$ cat src/rtl/branch_resolve_unit.sv
// EX-stage branch/jump resolution: evaluates the condition from comparator flags,
// detects mispredicts, issues a registered redirect and holds a flush window.
module branch_resolve_unit #(
  parameter int unsigned FLUSH_CYCLES = 2,
  parameter int unsigned CNT_W        = 32
) (
  input  logic             i_clk,
  input  logic             i_rst_n,
  input  logic             i_ex_valid,
  input  logic             i_stall,
  input  logic             i_is_br,
  input  logic             i_is_jal,
  input  logic             i_is_jalr,
  input  logic [2:0]       i_funct3,
  input  logic             i_br_less,
  input  logic             i_br_equal,
  input  logic             i_pred_taken,
  input  logic [31:0]      i_pc,
  input  logic [31:0]      i_target,
  output logic             o_br_un,
  output logic             o_redirect_valid,
  output logic [31:0]      o_redirect_pc,
  output logic             o_flush,
  output logic             o_illegal_br,
  output logic [CNT_W-1:0] o_br_cnt,
  output logic [CNT_W-1:0] o_mispred_cnt
);

  typedef enum logic {IDLE, FLUSH} state_t;

  localparam logic [2:0] FLUSH_INIT = 3'(FLUSH_CYCLES - 1);

  state_t     state_q, state_d;
  logic [2:0] flush_cnt_q, flush_cnt_d;
  logic       taken;
  logic       bad_funct3;
  logic       resolve;
  logic       mispredict;
  logic [31:0] redirect_pc_d;

  always_comb begin
    case (i_funct3)
      3'b110, 3'b111: o_br_un = 1'b0;
      default:        o_br_un = 1'b1;
    endcase
  end

  // Jumps dominate a simultaneously flagged conditional branch.
  always_comb begin
    taken      = 1'b0;
    bad_funct3 = 1'b0;
    if (i_is_jalr || i_is_jal) begin
      taken = 1'b1;
    end else begin
      case (i_funct3)
        3'b000:         taken = i_br_equal;
        3'b001:         taken = ~i_br_equal;
        3'b100, 3'b110: taken = i_br_less;
        3'b101, 3'b111: taken = ~i_br_less;
        default: begin
          taken      = 1'b0;
          bad_funct3 = i_is_br;
        end
      endcase
    end
  end

  assign resolve       = i_ex_valid & ~i_stall & (i_is_br | i_is_jal | i_is_jalr)
                       & (state_q == IDLE);
  assign mispredict    = resolve & (i_is_jalr | (taken != i_pred_taken));
  assign redirect_pc_d = taken ? i_target : (i_pc + 32'd4);
  assign o_flush       = (state_q == FLUSH);

  always_comb begin
    state_d     = state_q;
    flush_cnt_d = flush_cnt_q;
    case (state_q)
      IDLE: begin
        if (mispredict) begin
          state_d     = FLUSH;
          flush_cnt_d = FLUSH_INIT;
        end
      end
      FLUSH: begin
        if (flush_cnt_q == 3'd0) begin
          state_d = IDLE;
        end else begin
          flush_cnt_d = flush_cnt_q - 3'd1;
        end
      end
      default: state_d = IDLE;
    endcase
  end

  always_ff @(posedge i_clk or negedge i_rst_n) begin
    if (!i_rst_n) begin
      state_q     <= IDLE;
      flush_cnt_q <= '0;
    end else begin
      state_q     <= state_d;
      flush_cnt_q <= flush_cnt_d;
    end
  end

  always_ff @(posedge i_clk or negedge i_rst_n) begin
    if (!i_rst_n) begin
      o_redirect_valid <= 1'b0;
      o_redirect_pc    <= '0;
      o_illegal_br     <= 1'b0;
    end else begin
      o_redirect_valid <= mispredict;
      o_illegal_br     <= resolve & bad_funct3;
      if (mispredict) begin
        o_redirect_pc <= redirect_pc_d;
      end
    end
  end

  always_ff @(posedge i_clk or negedge i_rst_n) begin
    if (!i_rst_n) begin
      o_br_cnt      <= '0;
      o_mispred_cnt <= '0;
    end else begin
      if (resolve && (o_br_cnt != '1)) begin
        o_br_cnt <= o_br_cnt + CNT_W'(1);
      end
      if (mispredict && (o_mispred_cnt != '1)) begin
        o_mispred_cnt <= o_mispred_cnt + CNT_W'(1);
      end
    end
  end

endmodule
$ cat config.mk
export PLATFORM = sky130hd
export DESIGN_NAME = branch_resolve_unit
export DESIGN_NICKNAME = d
export VERILOG_FILES = /design/src/rtl/branch_resolve_unit.sv
export SDC_FILE = /design/constraint.sdc
export NUM_CORES = 1
export LEC_CHECK = 0
export BUFFER_PORTS_ARGS = -buffer_cell sky130_fd_sc_hd__buf_4
export CAP_MARGIN = 20
export CORE_MARGIN = 2
export CORE_UTILIZATION = 55
export CTS_BUF_LIST = sky130_fd_sc_hd__clkbuf_16
export CTS_CLUSTER_DIAMETER = 200
export CTS_CLUSTER_SIZE = 30
export DETAILED_ROUTE_END_ITERATION = 10
export PLACE_DENSITY = 0.85
export SLEW_MARGIN = 20
export SYNTH_ARGS = -nofsm -noshare
export SYNTH_HDL_FRONTEND = slang
export SYNTH_SLANG_ARGS = --single-unit
export TNS_END_PERCENT = 10
$ cat constraint.sdc
create_clock -name i_clk -period 5.4 [get_ports i_clk]
set_input_delay 0.27 -clock i_clk [delete_from_list [all_inputs] [get_ports i_clk]]
set_output_delay 0.27 -clock i_clk [all_outputs]
set_load 0.02 [all_outputs]
After elaboration in Yosys (flattened, before gate mapping)
Index checks and enable logic that the tools add are counted.
{ "classes": {"n_mux": 12, "reduce_logical": 10, "eq_ne": 10, "n_addsub": 4, "n_bitwise": 12} }
{ "op_table": {"columns": ["operator", "count"], "rows": [
  ["adder 32 x 1 -> 32 bit, second input constant", 2],
  ["inequality test 32 bit, second input constant", 2],
  ["adder 32 x 3 -> 32 bit, second input constant", 1],
  ["two-way mux 32 bit", 1],
  ["== test 3 bit, second input constant", 4],
  ["logical NOT 3 bit", 2],
  ["two-way mux 1 bit", 6],
  ["two-way mux 3 bit", 2],
  ["case mux 3 bit (2 select lines)", 1],
  ["OR reduction 2 bit", 3],
  ["OR reduction 6 bit", 1],
  ["AND 1 bit", 5],
  ["inequality test 2 bit, second input constant", 2],
  ["inverter 1 bit", 4],
  ["case mux 1 bit (4 select lines)", 1],
  ["== test 3 x 1 -> 1 bit, second input constant", 1],
  ["OR 1 bit", 3],
  ["subtractor 3 x 1 -> 3 bit, second input constant", 1],
  ["logical AND 1 bit", 2],
  ["case mux 1 bit (2 select lines)", 1],
  ["AND reduction 2 bit", 1],
  ["logical OR 1 bit", 1],
  ["inequality test 1 bit", 1]
]} }
{ "word_totals": {"output_inout_bits": 100, "input_bits": 77, "word_cells": 55, "regBits": 102} }

Depth between registers and ports, before layout
{ "depth": {"depth_word": 9, "mapped_depth": 8, "ltp_nobuf": 7} }

Worst setup path after synthesis
Ideal clock, no wire load.
{ "synth_timing": {"kind": "register -> register", "from": "register o_mispred_cnt[0]", "to": "register o_mispred_cnt[30]", "arrival_time_ns": 2.035, "setup_slack_ns": 3.240, "setup_ns": 0.125, "path_stages_with_launch": 7, "synth_period_minus_slack_ns": 2.160, "cell_sequence": "dfrtp_1 > ha_1 > nand3_1 > nor4_4 > nand2_1 > nor3_1 > mux2_2"} }
{ "synth_via": {"elab_chain_cells": 2} }
{ "synth_lines": {"columns": ["element", "line_no", "rtl"], "rows": [
  ["from (decl)", "26", "output logic [CNT_W-1:0] o_mispred_cnt"],
  ["from (signal assigned)", "128", "o_mispred_cnt <= o_mispred_cnt + CNT_W'(1);"],
  ["parallel branches: the longest is 2 deep, another holds adder 32 x 1 -> 32 bit", null, null]
]} }
Parallel ways; which one is timed is not known.
A chain may end at the register's enable or synchronous reset.

Worst setup path in the final report
{ "layout_timing": {"from": "register o_mispred_cnt[0]", "to": "register o_mispred_cnt[1]"} }
Same word-level chain as after synthesis.

==> qor.yml <==
layout:
  seq_area_um2: 2550
  antenna_cells: 0
  multi_input_area_um2: 2690
  fillers: 670
  stdcell_area_um2: 7170
  area_growth_pct: 33.0
  layout-drive-gt1-share_pct: 29.1
  final_util_pct: 74.4
  final_nets: 795
worst_setup_path:
  path_max_fanout: 8
  endpoint_kind: "flop"
  cp.arrival_ns: 2.63
  required_ns: 5.63
  path_class: "reg -> reg"
  reg2reg_depth: 6
  worst_setup_path_start_kind: "flop"
synth:
  syn-num-nets: 618
  synth_top_family_by_area: "simple AND/OR/NAND/NOR gates"
  synthArstFlopShare_pct: 100
  yosysUniqueCellTypes: 42
  yosys.area_share.simple_pct: 22.9
  avgSynthCellArea_um2: 10.1
  yosysWarnings: 0
  synth_top_area_share_pct: 47.4
  synth_flop_cell: "dfrtp_1"
  yosysTopAreaCell: "dfrtp_1"
  synth_cells: 536
  synthAdderAreaFrac_pct: 1.16
  syn_area_um2: 5390
  synthMuxAreaShare_pct: 4.18
  synth-seq-cells: 102
  synth_edf_count: 0
  synth_compound_area_share_pct: 6.90
  ys_seq_area_share_pct: 47.4
  synth-xor-area-share_pct: 14.6
  synthTopCellsByArea: "dfrtp_1 47%, xnor2_1 9.9%, xor2_1 4.7%"
clocking:
  root_buffer: "clkbuf_16"
  clkLatencyLatePin_ns: 0.35
  postCtsSetupBuffers: 0
  cts.clk_slew.worst_paths_ns: 0.07
  clkSinkCount: 102
  htreeDepth: 3
  clk_path_buf_depth: 2
  cts-buffers-inserted: 9
  cts_tree: "done"
timing:
  worst_pin_slew_ns: 0.817
  slew_viol_final: 0
  grt_setup_unrepaired: "no"
  fin_skew_ns: 0.00671
  fin_crit_ns: 2.40
  setup_viol: 0
  fmax_ghz: 0.417
  hold_violations: 0
  whs_ns: 0.139
  finalCritPeriodShare_pct: 44.5
  fin_tns_setup_ns: 0
  slew_headroom_pct: 45.0
drt:
  ant_nets: 0
  drc_errors: 0
  drt-total-wl_um: 14000
  vias: 4749
  drt_iter0_markers: 190
  vias_per_cell: 5.58
  first_pass_iters: 5
  wire_per_inst_um: 16.4
global_route:
  use_met2_pct: 46.1
  grt_util_met3_pct: 5.56
  grt_use_total_pct: 26.9
  grt_max_degree: 83
  grt_overflow: 0
  met1_usage_pct: 32.8
  grt_pass1_vias: 4546
  grt_antenna_before_repair: 0
  busiest_layer: "met2"
  grt_pass1_wl_um: 22000
floorplan:
  row_count: 36
  fp.dieH_um: 103
  core_area_um2: 9640
  ioPinCount: 177
  dieArea_um2: 10600
  start_util_pct: 55.9
  die_w_um: 103
power:
  pwr-share-clk_pct: 28.2
  power.internal_mw: 1.75
  sequentialPowerShare_pct: 40.3
  swShare_pct: 34.3
  pwr-share-comb_pct: 31.5
  switchingPower_mw: 0.916
  power.density_nw_per_um2: 372
  power_leakage_nw: 3.40
  vdd_drop_max_uv: 274
placed_design:
  gp_congestion: 0.893
  placed_cell_area_um2: 6810
  dp_hpwl_um: 10400
  port_buffers: 176
min_path:
  hold_depth: 2
  worstHoldPathType: "in -> reg"
run:
  drv_cap: 0
run_status:
  outcome: "complete, no violations"
layer usage:
layer  up-vias  wire [µm]
li1       2238          -
met4         0        391
met1      2282       5610
met2       200       7030
met5         -          0
met3        29        953
placed cells by master, fill, tap and decap left out, types with 4 or more instances in the layout:
| cell type | Yosys | routed |
|---|---|---|
| a211oi_1 | 6 | 6 |
| a21o_1 | 5 | 5 |
| and3_1 | 15 | 15 |
| and4_1 | 9 | 9 |
| buf_4 | 5 | 179 |
| clkbuf_16 | 0 | 9 |
| dfrtp_1 | 102 | 102 |
| ha_1 | 5 | 5 |
| inv_1 | 15 | 15 |
| mux2i_1 | 18 | 18 |
| nand2_1 | 66 | 66 |
| nand3_1 | 42 | 42 |
| nand4_1 | 33 | 33 |
| nor2_1 | 23 | 23 |
| nor3_1 | 14 | 14 |
| nor4_1 | 8 | 8 |
| nor4_4 | 4 | 4 |
| o21ai_0 | 36 | 36 |
| o21ai_1 | 5 | 5 |
| xnor2_1 | 61 | 61 |
| xor2_1 | 29 | 29 |
sequential cells by signal, indices dropped and copies added (netlist names):
name / cells
o_br_cnt: 32
o_redirect_pc: 32
flush_cnt_q: 3
o_mispred_cnt: 32
o_redirect_valid: 1
o_illegal_br: 1
o_flush: 1
power groups by stage:
stage / combinational [mW] / sequential [mW] / clock (mW)
final: 0.841 / 1.08 / 0.753
after global routing: 0.908 / 1.10 / 0.793
after global placement: 0.821 / 1.07 / 0
after CTS: 0.848 / 1.08 / 0.758
after floorplan: 0.242 / 1.26 / 0
after detailed placement: 0.847 / 1.08 / 0
path summary, 6_finish.rpt:
check	start	to	slack (ns)
hold reg to reg	o_redirect_pc[1]	o_redirect_pc[1]	0.49
min in group asynchronous	i_rst_n	o_br_cnt[26]	0.48
setup / recovery	o_mispred_cnt[0]	o_mispred_cnt[1]	3.00
setup reg to reg	o_mispred_cnt[0]	o_mispred_cnt[1]	3.00
max in group asynchronous	i_rst_n	o_mispred_cnt[10]	3.76
hold / removal	i_funct3[2]	o_illegal_br	0.14
timing repair:
item / 4_1_cts / 5_1_grt
gates resized for setup: 0 / 0
endpoints found under the hold margin: 49 / 0
hold buffers: 1 / 0
per-stage QoR:
| stage | power [mW] | std cells | worst slack, ns |
|---|---|---|---|
| 6_report | 2.67 | 851 | 3.00 |
| 5_1_grt | 2.80 | 851 | 2.82 |
| 4_1_cts | 2.68 | 851 | 3.00 |
| 3_5_place_dp | 1.93 | 834 | 2.78 |
| 3_3_place_gp | 1.89 | 834 | 2.85 |
| 2_1_floorplan | 1.50 | 536 | 3.24 |
layout make-up:
| type | instances | area share, % |
|---|---|---|
| timing repair buffer | 180 | 18.9 |
| clock inverter | 7 | 1.66 |
| tap | 133 | 2.32 |
| sequential | 102 | 35.6 |
| inverter | 16 | 0.838 |
| clock buffer | 9 | 3.14 |
| multi-input combinational | 404 | 37.5 |
synthesized netlist by cell type (all sizes together), types with 5 or more instances:
cell,number
o21ai,42
mux2i,18
nor2,23
nand3,42
nand4,34
a211oi,6
nor4,13
xor2,29
buf,10
a21o,5
ha,5
inv,16
and4,9
dfrtp,102
nand2,67
and3,15
nor3,15
xnor2,61
kinds of logic after synthesis:
logic type               after synthesis
flip-flops                           102
XOR/XNOR                              90
adder cells (fa/ha/maj)                5
buffers and inverters                 30
multiplexers                          22
AND/OR/NAND/NOR                      227
AO/OA/AOI/OAI                         60
worst max-delay path: stages, from the launching register on:
cell,delay (ns)
dfrtp_1,0.44
ha_1,0.19
nand3_1,0.26
nor4_4,0.48
nand3_1,0.36
nand2_1,0.22
mux2_1,0.34
No activity file was read; power rests on OpenSTA's default activity.
